$ cat config.mk
export PLATFORM = sky130hd
export DESIGN_NAME = fetch_unit
export DESIGN_NICKNAME = d
export VERILOG_FILES = /design/src/rtl/fetch_pkg.sv /design/src/rtl/fetch_queue.sv /design/src/rtl/fetch_unit.sv
export SDC_FILE = /design/constraint.sdc
export NUM_CORES = 1
export LEC_CHECK = 0
export CAP_MARGIN = 10
export CORE_AREA = 2 2 206 208
export CTS_BUF_LIST = sky130_fd_sc_hd__clkbuf_4 sky130_fd_sc_hd__clkbuf_8
export CTS_CLUSTER_SIZE = 8
export DETAILED_ROUTE_END_ITERATION = 6
export DIE_AREA = 0 0 208 210
export HOLD_SLACK_MARGIN = 0.1
export SKIP_CTS_REPAIR_TIMING = 1
export SYNTH_ARGS = -nofsm -noshare
export SYNTH_HDL_FRONTEND = slang
export SYNTH_HIERARCHICAL = 1
export SYNTH_SLANG_ARGS = --single-unit
$ cat constraint.sdc
create_clock -name clk -period 4.3 [get_ports clk]
set_input_delay 0.86 -clock clk [delete_from_list [all_inputs] [get_ports clk]]
set_output_delay 0.86 -clock clk [all_outputs]
set_load 0.005 [all_outputs]
$ cat src/rtl/fetch_pkg.sv
// Shared types for the instruction-fetch sequencer: FSM states and the
// {pc, instruction} record held in the prefetch queue.
package fetch_pkg;

    localparam int FETCH_N = 32;

    typedef enum logic [1:0] {
        IDLE,
        FETCH,
        DRAIN,
        HALTED
    } fetch_state_t;

    typedef struct packed {
        logic [FETCH_N-1:0] pc;
        logic [FETCH_N-1:0] instruction;
    } fetch_entry_t;

endpackage

$ cat src/rtl/fetch_queue.sv
// Synchronous prefetch FIFO of {pc, instruction} records.
// Flush has priority over push and pop.
module fetch_queue
    import fetch_pkg::*;
#(
    parameter int  DEPTH   = 4,
    parameter type entry_t = fetch_entry_t
) (
    input  logic                         clk,
    input  logic                         reset,
    input  logic                         push,
    input  logic                         pop,
    input  logic                         flush,
    input  entry_t                       din,
    output logic                         full,
    output logic                         empty,
    output logic [$clog2(DEPTH+1)-1:0]   count,
    output entry_t                       head
);

    localparam int PW = (DEPTH > 1) ? $clog2(DEPTH) : 1;
    localparam int CW = $clog2(DEPTH + 1);

    entry_t        mem [DEPTH];
    logic [PW-1:0] rd_ptr;
    logic [PW-1:0] wr_ptr;
    logic          do_push;
    logic          do_pop;

    // Pointers wrap explicitly so non-power-of-two depths also work.
    function automatic logic [PW-1:0] next_ptr(input logic [PW-1:0] p);
        return (p == PW'(DEPTH - 1)) ? '0 : p + PW'(1);
    endfunction

    assign do_push = push && !full;
    assign do_pop  = pop && !empty;

    always_ff @(posedge clk) begin
        if (reset || flush) begin
            rd_ptr <= '0;
            wr_ptr <= '0;
            count  <= '0;
        end else begin
            if (do_push) begin
                mem[wr_ptr] <= din;
                wr_ptr      <= next_ptr(wr_ptr);
            end
            if (do_pop) begin
                rd_ptr <= next_ptr(rd_ptr);
            end
            count <= count + CW'(do_push) - CW'(do_pop);
        end
    end

    assign full  = (count == CW'(DEPTH));
    assign empty = (count == '0);
    assign head  = mem[rd_ptr];

endmodule

$ cat src/rtl/fetch_unit.sv
// Instruction-fetch sequencer: owns the PC, fills the prefetch queue from the
// combinational imem and hands entries to decode over valid/ready.
module fetch_unit
    import fetch_pkg::*;
#(
    parameter int N     = 32,
    parameter int INS   = 1000,
    parameter int DEPTH = 4
) (
    input  logic         clk,
    input  logic         reset,
    input  logic         start,
    output logic [N-1:0] imem_pc,
    input  logic [N-1:0] imem_instruction,
    input  logic         redirect_valid,
    input  logic [N-1:0] redirect_pc,
    output logic         fetch_valid,
    input  logic         fetch_ready,
    output logic [N-1:0] fetch_instruction,
    output logic [N-1:0] fetch_pc,
    output logic         busy,
    output logic         halted
);

    typedef struct packed {
        logic [N-1:0] pc;
        logic [N-1:0] instruction;
    } entry_t;

    localparam int           CW       = $clog2(DEPTH + 1);
    localparam logic [N-1:0] LAST_PC  = N'(INS - 1);
    localparam logic [N-1:0] PC_LIMIT = N'(INS);

    fetch_state_t  state;
    logic [N-1:0]  pc;
    logic          redirect;
    logic          push;
    logic          pop;
    logic          flush;
    logic          drained;
    logic          q_full;
    logic          q_empty;
    logic [CW-1:0] q_count;
    entry_t        push_entry;
    entry_t        head;

    assign redirect    = redirect_valid && (state != IDLE);
    assign push        = (state == FETCH) && !q_full && !redirect_valid;
    assign fetch_valid = !q_empty && !redirect_valid;
    assign pop         = fetch_valid && fetch_ready;
    assign flush       = redirect || ((state == HALTED) && start);
    // DRAIN never pushes, so the queue is empty after this edge when this holds.
    assign drained     = q_empty || ((q_count == CW'(1)) && pop);
    assign push_entry  = '{pc: pc, instruction: imem_instruction};

    fetch_queue #(
        .DEPTH   (DEPTH),
        .entry_t (entry_t)
    ) u_queue (
        .clk   (clk),
        .reset (reset),
        .push  (push),
        .pop   (pop),
        .flush (flush),
        .din   (push_entry),
        .full  (q_full),
        .empty (q_empty),
        .count (q_count),
        .head  (head)
    );

    always_ff @(posedge clk) begin
        if (reset) begin
            state <= IDLE;
            pc    <= '0;
        end else if (redirect) begin
            pc    <= redirect_pc;
            state <= (redirect_pc < PC_LIMIT) ? FETCH : DRAIN;
        end else begin
            case (state)
                IDLE, HALTED: begin
                    if (start) begin
                        state <= FETCH;
                        pc    <= '0;
                    end
                end
                FETCH: begin
                    // The last word stays on imem_pc so nothing past the ROM is ever addressed.
                    if (push) begin
                        if (pc == LAST_PC) begin
                            state <= DRAIN;
                        end else begin
                            pc <= pc + N'(1);
                        end
                    end
                end
                DRAIN: begin
                    if (drained) begin
                        state <= HALTED;
                    end
                end
                default: state <= IDLE;
            endcase
        end
    end

    assign imem_pc           = pc;
    assign fetch_pc          = q_empty ? '0 : head.pc;
    assign fetch_instruction = q_empty ? '0 : head.instruction;
    assign busy              = (state == FETCH) || (state == DRAIN);
    assign halted            = (state == HALTED);

endmodule
==> metrics.md <==
| Metric | Value |
|---|---|
| 1st-iter DRT viols | `just under 600` |
| Final min period | `roughly 3.8 ns` |
| Gate power share | `approximately a quarter` |
| Rel. slew slack | `approximately 40%` |
| Routability Congestion | `0.798` |
| Die Y | `roughly 210 µm` |
| Top_reg_cell synth | `edfxtp_1` |
| Later-pin clock latency in the skew report | `about 0.58 ns` |
| Post-route cell area | `roughly 16,000 µm²` |
| GRT met3 Usage | `between 3 and 4%` |
| Vias | `a little under 8,000` |
| DP HPWL | `~20,000 µm` |
| DR WL/cell | `around 20 µm` |
| Final period util | `between 80% and 90%` |
| Hold Path End | `u_queue/wr_ptr[1]` |
| Psw | `~2.4 mW` |
| Die Footprint | `around 44,000 µm²` |
| Fraction of layout cells with a size suffix above 1 | `17.5%` |
| Setup WS pre-CTS | `between 0.9 and 1 ns` |
| Critical R2R Launch | `imem_pc[0]` |
| Core box area | `~41,000 µm²` |
| WL final | `about 32,000 µm` |
| Share of the synthesized area in the top cell type | `roughly three fifths` |
| CTS tree | `done` |
| Ys async rst share | `0%` |
| Ys Warns | `6` |
| Top cells by count, synth | `256 x edfxtp_1, 65 x nor2b_1, 60 x mux4_2, 60 x nand2_1, 43 x dfxtp_1` |
| Vias in the first global route | `about 8,000` |
| Top area cells in the synthesized netlist | `edfxtp_1 61%, mux4_2 11%, dfxtp_1 6.8%, nor2b_1 3.2%, nand2_1 1.8%` |
| CP Max Fanout | `26` |
| R2r setup slk | `between 1 and 1.5 ns` |
| Area leader, netlist | `edfxtp_1` |
| N_diodes | `0` |
| Setup Viol. Count Final | `0` |
| Rows | `75` |
| MaxCap Viol Count | `0` |
| #FFs+latches synth | `between 200 and 300` |
| Power per Cell Area | `about 500 nW/µm²` |
| Synth-to-Final Area Change | `26.6%` |
| H-tree depth | `2` |
| Worst r2r dst | `imem_pc[15]` |
| IO Port Bufs | `~170` |
| Initial antenna violation count | `0` |
| Min-Delay Path Depth | `2` |
| Die span in x | `roughly 210 µm` |
| Largest net degree at the start of global routing | `65` |
| Clock Sinks | `about 300` |
| Post-synth EDFFs | `between 200 and 300` |
| Initial core utilization | `a little under a third` |
| Status | `finished clean` |
| Maximum vdd drop | `between 0.0002 and 0.0003 V` |
| Clock Skews | `roughly 0.032 ns` |
| Clk pwr share | `31.0%` |
| Post-DRT Antenna Nets | `0` |
| Vias/cell | `between 4 and 5` |
| Pleak | `roughly 5.1 nW` |
| Remaining DRCs | `0` |
| Worst path max stage delay | `roughly 0.75 ns` |
| Reg2Reg Depth | `8` |
| Count leader, synth | `edfxtp_1` |
| Critical path type | `flip-flop to output port` |
| Arrival @ worst endpoint | `2.91 ns` |
| First-pass GRT wire length | `48,200 µm` |
| Worst Setup End Kind | `output port` |
| Met2 usage | `between 20% and 30%` |
| Clock Pin Slew Worst Setup and Hold Paths | `0.06 ns` |
| GR Util All Layers | `~15%` |
| Synthesized area per cell | `between 15 and 20 µm²` |
| Final Hold Vio Count | `0` |
| Longest Clk Path Bufs | `3` |
| CP Cell Sequence | `buf_4 > mux4_1 > nor2b_1 > clkdlybuf4s50_1` |
| Cts bufs inserted | `52` |
| Most Crowded Layer GR | `met2` |
| CP delay by family, top | `buffers and inverters` |
| Int Power | `about 5.6 mW` |
| Io pins | `168` |
| Sw frac | `29.8%` |
| Reg power frac | `between 40% and 50%` |
| Pwr Total | `between 7 and 8 mW` |
| GR Util met1 | `a little under 20%` |
| Post-Syn Instances | `about 800` |
| Buf+Inv Stages, Crit Path | `2` |
| Number of iterations in the first detailed-routing pass | `5` |
| WP data required | `~3.4 ns` |
| Layout Nets | `between 1,000 and 1,500` |
| Post-synthesis sequential area ratio | `roughly two thirds` |
| Total grt overflow | `0` |
| Setup TNS | `0 ns` |
| HP Start | `u_queue/wr_ptr[1]` |
| Synth Cell Area | `~13,000 µm²` |
| Slowest cell on crit path | `dfxtp_4` |
| Hold crit path type | `flip-flop to flip-flop` |
| Actual slew at the worst max-slew pin | `between 0.8 and 0.9 ns` |
| Slew Limit Fails | `0` |
| Post-synth cell types | `between 60 and 70` |
| Setup ws final | `~0.53 ns` |
| RSZ-0062 raised after global routing | `false` |
| Placed inst area | `roughly 15,000 µm²` |
| Startpoint Class | `flip-flop` |
| Syn_nets | `slightly below 900` |
| Clk root buf | `clkbuf_8` |
| FMAX | `265 MHz` |
power groups by stage:
stage          Clock, mW  Sequential, mW  Combinational [mW]
2_1_floorplan          0            3.59                1.03
3_3_place_gp           0            3.69                1.86
3_5_place_dp           0            3.71                1.87
4_1_cts             2.57            3.65                1.88
5_1_grt             2.70            3.68                2.04
6_report            2.48            3.64                1.87
tightest hold or removal path, cell delays in order (launching register included):
cell	delay [ns]
dfxtp_1	0.34
nand2_1	0.07
mux2i_1	0.06
area by class of cell:
type / count / area, µm²
Sequential cell: 299 / 8560
Inverter: 15 / 56.3
Timing Repair Buffer: 189 / 1940
Multi-Input combinational cell: 441 / 3820
Tap cell: 539 / 674
Clock buffer: 70 / 876
Fill cell: 3909 / 25400
Clock inverter: 23 / 135
routing by layer:
metal	share of wire (%)	up-vias
li1	-	3559
met1	44	3849
met2	47	315
met3	7.5	60
met4	2.5	0
met5	0	-
how the worst max path moves through the flow:
| stage | endpoint | slack [ns] | cells after the start |
|---|---|---|---|
| 2_1_floorplan | u_queue/mem[0][0] | 1.01 | 4 |
| 3_3_place_gp | u_queue/count[2] | 0.95 | 12 |
| 3_5_place_dp | imem_pc[15] | 0.94 | 7 |
| 4_1_cts | fetch_instruction[2] | 0.39 | 4 |
| 5_1_grt | fetch_instruction[2] | 0.34 | 4 |
| 6_report | fetch_instruction[2] | 0.53 | 4 |
sequential cells by signal (all words and copies together) (netlist names), named ones only:
signal / flops
imem_pc: 32
state: 2
u_queue/count: 3
u_queue/mem: 256
u_queue/rd_ptr: 2
u_queue/wr_ptr: 2
cells in the final DEF, fill, tap and decap left out, drive strengths merged, types with 24 or more instances in the layout:
| cell type | synthesis | routed |
|---|---|---|
| o21ai | 24 | 24 |
| nor2b | 65 | 65 |
| mux4 | 64 | 64 |
| nand2 | 60 | 60 |
| clkbuf | 20 | 70 |
| edfxtp | 256 | 256 |
| a21oi | 31 | 31 |
| nor2 | 36 | 36 |
| clkdlybuf4s50 | 0 | 167 |
| dfxtp | 43 | 43 |
cell families after synthesis:
kind of cell | synth area share, %
xor+xnor | 0.414
flops | 67.4
fa+ha+maj | 1.44
buf+inv | 2.67
compound gates | 5.54
simple gates | 10.7
mux | 11.8
stage by stage:
step	cells	hold WS, ns	utilization (%)
floorplan	796	0.468	-
detailed placement	1483	0.506	36.3
CTS	1576	0.512	38.7
global placement	1483	0.487	36.3
finish	1576	0.513	38.7
global route	1576	0.537	38.7
No activity file was read; power rests on OpenSTA's default activity.
